## src/rtl/pwm.sv

```systemverilog
// Fixed-frequency PWM generator: period counter, period-aligned duty shadow
// register and a registered compare output.
module pwm #(
    parameter int unsigned CLK_FREQ = 1_000_000,
    parameter int unsigned PWM_FREQ = 1000
) (
    input  logic       clk,
    input  logic       rst,
    input  logic [7:0] duty,
    output logic       pwm_out
);

    localparam int unsigned PERIOD = CLK_FREQ / PWM_FREQ;
    localparam int unsigned CNT_W  = (PERIOD > 1) ? $clog2(PERIOD) : 1;
    localparam int unsigned PROD_W = 8 + $clog2(PERIOD + 1);
    localparam logic [CNT_W-1:0]  CNT_LAST   = CNT_W'(PERIOD - 1);
    localparam logic [PROD_W-1:0] PERIOD_EXT = PROD_W'(PERIOD);

    generate
        if (PERIOD < 2) begin : g_bad_period
            $error("pwm: CLK_FREQ / PWM_FREQ must be at least 2");
        end
    endgenerate

    logic [CNT_W-1:0]  cnt_q, cnt_d;
    logic [7:0]        duty_q, duty_d;
    logic              pwm_q, pwm_d;
    logic [PROD_W-1:0] prod;
    logic [PROD_W-1:0] thresh;

    // Shadow duty only changes at the period boundary so a period is never split.
    always_comb begin
        cnt_d  = cnt_q + CNT_W'(1);
        duty_d = duty_q;
        prod   = PROD_W'(duty_q) * PERIOD_EXT;
        thresh = prod >> 8;
        if (cnt_q == CNT_LAST) begin
            cnt_d  = '0;
            duty_d = duty;
        end
        pwm_d = (PROD_W'(cnt_q) < thresh);
    end

    always_ff @(posedge clk) begin
        if (rst) begin
            cnt_q  <= '0;
            duty_q <= '0;
            pwm_q  <= 1'b0;
        end else begin
            cnt_q  <= cnt_d;
            duty_q <= duty_d;
            pwm_q  <= pwm_d;
        end
    end

    assign pwm_out = pwm_q;

endmodule

```

## config.mk

```make
export PLATFORM = sky130hd
export DESIGN_NAME = pwm
export DESIGN_NICKNAME = d
export VERILOG_FILES = /design/src/rtl/pwm.sv
export SDC_FILE = /design/constraint.sdc
export NUM_CORES = 1
export LEC_CHECK = 0
export CAP_MARGIN = 30
export CORE_ASPECT_RATIO = 0.7
export CORE_MARGIN = 2
export CORE_UTILIZATION = 60
export CTS_CLUSTER_DIAMETER = 50
export CTS_CLUSTER_SIZE = 25
export DETAILED_ROUTE_END_ITERATION = 12
export GPL_ROUTABILITY_DRIVEN = 0
export PLACE_DENSITY = 0.85
export SETUP_SLACK_MARGIN = 0.02
export SKIP_LAST_GASP = 1
export SLEW_MARGIN = 40
export SYNTH_ARGS = -nofsm -noshare
export SYNTH_HDL_FRONTEND = slang
export SYNTH_SLANG_ARGS = --single-unit
```

## constraint.sdc

```tcl
create_clock -name clk -period 8.4 [get_ports clk]
set_input_delay 0.84 -clock clk [delete_from_list [all_inputs] [get_ports clk]]
set_output_delay 0.84 -clock clk [all_outputs]
set_load 0.005 [all_outputs]
```

==> qor.tcl, run 1 <==
set qor(synth_area_mm2) 0.00221
set qor(leading_area_contributor_after_synthesis) {ha_1}
set qor(timing.critical_path.cells) {fa_1, xor2_1, ha_1, fa_1, inv_1, fa_1, inv_1, ha_1, and4_1, nand3_1, nor3b_4, or3_1, and3_1, ha_1, o2111ai_1, nor4_1, nor3_1}
set qor(timing.hold.worst.start) {cnt_q[0]$_SDFF_PP0_}
set qor(wl_um) 4280
set qor(synthDominantCellAreaShare_pct) 26.0
set qor(overflow) 0
set qor(antenna_diodes) 0
set qor(max-clock-path-buffers) 2
set qor(io-pin-count) 11
set qor(min-delay-path-class) {flip-flop to flip-flop}
set qor(worst_hold_path.endpoint) {cnt_q[0]$_SDFF_PP0_}
set qor(chipWidth_um) 76.6
set qor(critical_path_arrival_ps) 5300
set qor(timing.reg2reg.worst_path_depth) 17
set qor(synth-edff-count) 0
set qor(timing.critical_path.slowest_cell_delay_ps) 540
set qor(master_of_the_slowest_instance_on_the_critical_path) {fa_1}
set qor(fraction_of_final_layout_cells_with_drive_strength_greater_than_1_pct) 2.45
set qor(timing.slew.headroom_pct) 57.9
set qor(num-fill-cells) 280
set qor(crit-reg2reg-capture) {pwm_out$_SDFF_PP0_}
set qor(synth_seq_area_share_pct) 17.2
set qor(fmax_mhz) 194
set qor(drcViolationCount) 0
set qor(cts_hold_buf) 0
set qor(io_buffers) 10
set qor(yosys-top-cells-area) {ha_1 26%, fa_1 18%, dfxtp_1 17%, inv_1 5.8%, mux2i_1 3.6%}
set qor(die_height_um) 54.8
set qor(path_delay_family) {adder cells}
set qor(cts_made_buffers) 3
set qor(cp_launch_type) {flip-flop}
set qor(placement_rows) 18
set qor(setup_viol) 0
set qor(first_global_vias) 1504
set qor(layout_worst_path_cycle_share_pct) 61.3
set qor(max-cap-violations) 0
set qor(asyncSetResetFlopFracSynth_pct) 0
set qor(grtUsageTotal_pct) 22.2
set qor(htree_levels) 1
set qor(largest_net_degree_at_the_start_of_global_routing) 13
set qor(post-dp-hpwl_um) 3470
set qor(rsz0062_at_grt) {no}
set qor(finalWorstPathRequiredPeriod_ps) 5150
set qor(grt_pass1_wl_um) 7060
set qor(insertion_delay_ps) 260
set qor(power.leakage_nw) 1.32
set qor(synth_cells) 234
set qor(ys_dominant_reg_cell) {dfxtp_1}
set qor(clock_skew_ps) 3.16
set qor(final_hold_viol_count) 0
set qor(tritoncts) {done}
set qor(via_per_inst) 5.50
set qor(floorplan.initialDensity_pct) 62.6
set qor(critical_path_peak_fanout) 7
set qor(tns_setup_ps) 0
set qor(final_cell_area_mm2) 0.00241
set qor(post_dp_cell_area_mm2) 0.00236
set qor(crit-reg2reg-launch) {duty_q[2]$_SDFFE_PP0P_}
set qor(power.density_mw_per_mm2) 72.6
set qor(slew_violations) 0
set qor(cts_resized) 0
set qor(tightestPinTransition_ps) 630
set qor(postSynthNetCount) 310
set qor(wl_per_cell_um) 14.5
set qor(cp_data_required_time_ps) 8550
set qor(root_buffer) {clkbuf_8}
set qor(synthDistinctLibCells) 35
set qor(synth.ff_latch_count) 19
set qor(synth_warnings) 0
set qor(syn2layout_area_growth_pct) 8.81
set qor(min_delay_path_depth) 1
set qor(critPathKind) {flip-flop to flip-flop}
set qor(dr_total_vias) 1622
set qor(grt_antenna_before_repair) 0
set qor(drt_pre_antenna_iters) 4
set qor(setup.worst_path.end_class) {flip-flop}
set qor(fp.coreArea_mm2) 0.00354
set qor(die_area_mm2) 0.00420
set qor(post-cts-setup-buffer-count) 0
set qor(postSynthAreaPerCell_um2) 9.46
set qor(detail_route.iter0.violations) 90
set qor(fin_nets) 322
set qor(ant_nets) 0
set qor(ff2ff_setup_slack_ps) 3250
set qor(timing.critical_path.buf_inv) 2
set qor(vdd_drop_max_mv) 0.0949
set qor(outcome) {completed}
set qor(cts.reportedPaths.clkPinSlew_ps) 80
set qor(cts.sink_count) 19
==> cells in the final DEF (no fill, tap or decap) <==
cell type	n
nand3b_1	1
nor3_1	4
a211o_1	2
and3_1	2
nor2b_1	2
a21oi_1	10
nor3b_4	1
and2_1	2
mux2i_1	8
nand2_1	6
o2111ai_1	2
o21ai_0	6
a41o_1	1
ha_1	46
xor2_1	8
nor4_1	1
a21o_1	2
dfxtp_1	19
clkdlybuf4s50_1	10
nor2_1	20
and3b_1	1
clkinv_2	1
nand3_1	7
fa_1	20
xnor2_1	8
and4_1	1
or3_1	4
nand2b_1	2
nand4_1	5
nor3b_1	2
inv_1	34
o21bai_1	1
o41ai_1	1
a21oi_2	1
clkbuf_8	3
a211oi_1	1
==> through the flow <==
step                cells  util (%)  total power, W  hold WS (ps)  setup slack [ps]
floorplan             234         -        0.000101           426              3860
global placement      291      66.8        0.000107           445              3490
detailed placement    291      66.8        0.000108           454              3360
CTS                   295      68.2        0.000174           471              3330
global route          295      68.2        0.000181           517              3140
finish                295      68.2        0.000175           466              3250
==> worst max-delay path by stage <==
stage                                       from                 end  slack, ps  depth (start not counted)
after CTS                 duty_q[2]$_SDFFE_PP0P_  pwm_out$_SDFF_PP0_       3330                         17
after detailed placement  duty_q[2]$_SDFFE_PP0P_  pwm_out$_SDFF_PP0_       3360                         17
after global placement    duty_q[2]$_SDFFE_PP0P_  pwm_out$_SDFF_PP0_       3490                         17
after global routing      duty_q[2]$_SDFFE_PP0P_  pwm_out$_SDFF_PP0_       3140                         17
final                     duty_q[2]$_SDFFE_PP0P_  pwm_out$_SDFF_PP0_       3250                         17
after floorplan           duty_q[1]$_SDFFE_PP0P_  pwm_out$_SDFF_PP0_       3860                         16
==> kinds of logic after synthesis <==
kind of cell             share of synthesized area (%)
XOR/XNOR                                          6.33
multiplexers                                      3.62
AND/OR/NAND/NOR                                   14.6
AO/OA/AOI/OAI                                     7.80
buffers and inverters                             6.38
flip-flops                                        17.2
adder cells (fa/ha/maj)                           44.1
==> cell type report <==
class / count / area (um^2) / area share [%]
Sequential cell: 19 / 380 / 15.8
Inverter: 34 / 128 / 5.30
Clock buffer: 3 / 41.3 / 1.71
Multi-Input combinational cell: 178 / 1690 / 70.2
Timing Repair Buffer: 10 / 100 / 4.15
Clock inverter: 1 / 5.00 / 0.208
Tap cell: 50 / 62.6 / 2.60
==> routing by layer <==
layer / global-route usage, % / vias up / routed length [um]
met2: 37.9 / 24 / 1890
met1: 31.4 / 781 / 2270
met5: 0 / - / 0
met3: 2.48 / 2 / 96
met4: 4.55 / 0 / 27
li1: - / 815 / -
==> cells in the mapped netlist, types with 2 or more instances <==
library cell and number:
fa_1 20, nor3_1 4, or3_1 4, a21oi_1 10, dfxtp_1 19, and3_1 2, nor3b_1 2, xnor2_1 8
nand3_1 7, o21ai_0 6, mux2i_1 8, nor2b_1 2, nand2b_1 2, a211o_1 2, nor2_1 20, nand2_1 6
inv_1 34, xor2_1 8, ha_1 46, o2111ai_1 2, and2_1 2, a21o_1 2, buf_2 2, nand4_1 5
==> flip-flops by register name, summed over array words and instances (netlist names) <==
signal	cells
cnt_q	10
duty_q	8
pwm_out	1
==> power by group <==
part / internal, W / switching [W] / total (W)
Combinational: 0.00000732 / 0.00000524 / 0.0000126
Sequential: 0.0000917 / 0.00000130 / 0.0000930
Clock: 0.0000331 / 0.0000362 / 0.0000694
Total: 0.000132 / 0.0000428 / 0.000175
Power figures use the tool's default switching activity.
==> run 2: changes to the inputs <==
clock period = 4.74 ns   (was 8.4 ns; I/O delays follow)
==> qor.tcl, run 2 (synthesis results as in run 1) <==
set qor(root_buffer) {clkbuf_8}
set qor(timing.reg2reg.worst_path_depth) 16 ;# -1
set qor(critical_path_peak_fanout) 7 ;# unchanged
set qor(tightestPinTransition_ps) 678 ;# +48.2 ps
set qor(placement_rows) 18 ;# unchanged
set qor(wl_um) 4600 ;# +7.5%
set qor(layout.cells.most_common_list) {42 x ha_1, 33 x inv_1, 20 x nor2_1, 19 x fa_1, 16 x dfxtp_1}
set qor(via_per_inst) 5.46 ;# -0.71%
set qor(max-cap-violations) 0 ;# unchanged
set qor(insertion_delay_ps) 270 ;# about the same
set qor(die_height_um) 54.8 ;# unchanged
set qor(master_of_the_slowest_instance_on_the_critical_path) {fa_1}
set qor(crit-reg2reg-launch) {duty_q[2]$_SDFFE_PP0P_}
set qor(chipWidth_um) 76.6 ;# unchanged
set qor(io_buffers) 10 ;# unchanged
set qor(fin_hold_ws_ps) 470 ;# +3.23 ps
set qor(cts.sink_count) 19 ;# unchanged
set qor(tritoncts) {done}
set qor(vdd_drop_max_mv) 0.132 ;# +39%
set qor(rsz0062_at_grt) {yes}
set qor(num-fill-cells) 246 ;# -12%
set qor(setup.worst_path.end_class) {flip-flop}
set qor(post-place-cells) 300 ;# +3.1%
set qor(worst_hold_path.endpoint) {cnt_q[0]$_SDFF_PP0_}
set qor(critPathKind) {flip-flop to flip-flop}
set qor(largest_net_degree_at_the_start_of_global_routing) 13 ;# unchanged
set qor(grtUsageTotal_pct) 22.0 ;# -0.27 points
set qor(slew_violations) 0 ;# unchanged
set qor(outcome) {completed}
set qor(cts_made_buffers) 3 ;# unchanged
set qor(cp_data_required_time_ps) 4900 ;# -3650 ps
set qor(ant_nets) 0 ;# unchanged
set qor(max_flop_register) {cnt_q}
set qor(first_global_vias) 1502 ;# -0.13%
set qor(final_hold_viol_count) 0 ;# unchanged
set qor(dr_total_vias) 1676 ;# +3.3%
set qor(power.leakage_nw) 1.38 ;# +5.1%
set qor(finalWorstPathRequiredPeriod_ps) 4640 ;# -510 ps
set qor(fin_nets) 334 ;# +3.7%
set qor(preCtsSetupSlack_ps) -138 ;# -3500 ps
set qor(largest_reg_flops) 10 ;# unchanged
set qor(timing.slew.headroom_pct) 54.7 ;# -3.2 points
set qor(timing.critical_path.slowest_cell_delay_ps) 540 ;# about the same
set qor(non_filler_instance_count_after_layout) 307 ;# +4.1%
set qor(timing.hold.worst.start) {cnt_q[0]$_SDFF_PP0_}
set qor(die_area_mm2) 0.00420 ;# unchanged
set qor(layout_worst_path_cycle_share_pct) 97.8 ;# +37 points
set qor(setup_viol) 0 ;# unchanged
set qor(htree_levels) 1 ;# unchanged
set qor(crit-reg2reg-capture) {pwm_out$_SDFF_PP0_}
set qor(grt_antenna_before_repair) 0 ;# unchanged
set qor(detail_route.iter0.violations) 100 ;# +11%
set qor(min-delay-path-class) {flip-flop to flip-flop}
set qor(fraction_of_final_layout_cells_with_drive_strength_greater_than_1_pct) 13.6 ;# +11 points
set qor(io-pin-count) 11 ;# unchanged
set qor(cts_hold_buf) 0 ;# unchanged
set qor(drt_pre_antenna_iters) 5 ;# +1
set qor(timing.critical_path.buf_inv) 2 ;# unchanged
set qor(worst_path_most_repeated_cell) {fa_1}
set qor(post_dp_cell_area_mm2) 0.00243 ;# +2.9%
set qor(syn2layout_area_growth_pct) 17.9
set qor(antenna_diodes) 0 ;# unchanged
set qor(max-clock-path-buffers) 2 ;# unchanged
set qor(floorplan.initialDensity_pct) 62.6 ;# unchanged
set qor(drcViolationCount) 0 ;# unchanged
set qor(path_delay_family) {adder cells}
set qor(post-dp-hpwl_um) 3570 ;# +2.7%
set qor(finished_core_util_pct) 73.9 ;# +5.7 points
set qor(critical_path_arrival_ps) 4790 ;# -510 ps
set qor(overflow) 0 ;# unchanged
set qor(wl_per_cell_um) 15.0 ;# +3.3%
set qor(power.density_mw_per_mm2) 117 ;# +62%
set qor(cts.reportedPaths.clkPinSlew_ps) 80 ;# about the same
set qor(cp_launch_type) {flip-flop}
set qor(fp.coreArea_mm2) 0.00354 ;# unchanged
set qor(ff2ff_setup_slack_ps) 100 ;# -3150 ps
set qor(grt_pass1_wl_um) 7110 ;# +0.69%
set qor(fmax_mhz) 216 ;# +11%
set qor(clock_skew_ps) 5.49 ;# +2.33 ps
set qor(layout_commonest_cell) {ha_1}
set qor(final_cell_area_mm2) 0.00261 ;# +8.4%
set qor(min_delay_path_depth) 1 ;# unchanged
set qor(timing.critical_path.cells) {fa_1, inv_1, fa_1, fa_1, fa_1, inv_2, ha_4, and4_1, nand3_2, nor3b_4, or3_4, and3_4, ha_4, o2111ai_4, nor4_2, nor3_1}
set qor(setup_slack_ps) 102 ;# -3150 ps
[run 2: routing by layer]
layer | routed length, um | global-route usage, % | vias to the layer above
li1 | - | - | 836
met1 | 2380 | 31.9 | 806
met2 | 2070 | 36.1 | 29
met3 | 118 | 2.64 | 5
met4 | 25 | 4.24 | 0
met5 | 0 | 0 | -
[run 2: area by class of cell]
type	count	area (um^2)	share of cell area [%]
clock buffer	3	41.3	1.58
clock inverter	1	5.00	0.192
inverter	34	128	4.89
multi-input combinational	178	1790	68.5
sequential	19	392	15.0
tap	50	62.6	2.40
timing repair buffer	22	194	7.43
[run 2: through the flow]
| stage | setup TNS, ps | total power, W |
|---|---|---|
| after detailed placement | -138 | 0.000190 |
| after CTS | 0 | 0.000309 |
| after global placement | 0 | 0.000189 |
| final | 0 | 0.000307 |
| after floorplan | 0 | 0.000178 |
| after global routing | -46.0 | 0.000319 |
[run 2: timing repair]
item,CTS,global route
endpoints found under the setup margin,1,1
gates resized for setup,5,18
setup buffers,0,3
pin swaps,1,14
[run 2: where the power goes]
part,internal [W],switching [W]
Sequential,0.000161,0.00000234
Clock,0.0000587,0.0000623
Combinational,0.0000134,0.00000918
[run 2: how the worst max path moves through the flow]
stage	slack (ps)	start	end	cells past startpoint
3_5_place_dp	-140	duty_q[2]$_SDFFE_PP0P_	pwm_out$_SDFF_PP0_	18
2_1_floorplan	200	duty_q[1]$_SDFFE_PP0P_	pwm_out$_SDFF_PP0_	16
4_1_cts	30	duty_q[1]$_SDFFE_PP0P_	pwm_out$_SDFF_PP0_	16
5_1_grt	-50	duty_q[2]$_SDFFE_PP0P_	pwm_out$_SDFF_PP0_	17
3_3_place_gp	30	duty_q[2]$_SDFFE_PP0P_	pwm_out$_SDFF_PP0_	17
6_report	100	duty_q[2]$_SDFFE_PP0P_	pwm_out$_SDFF_PP0_	16
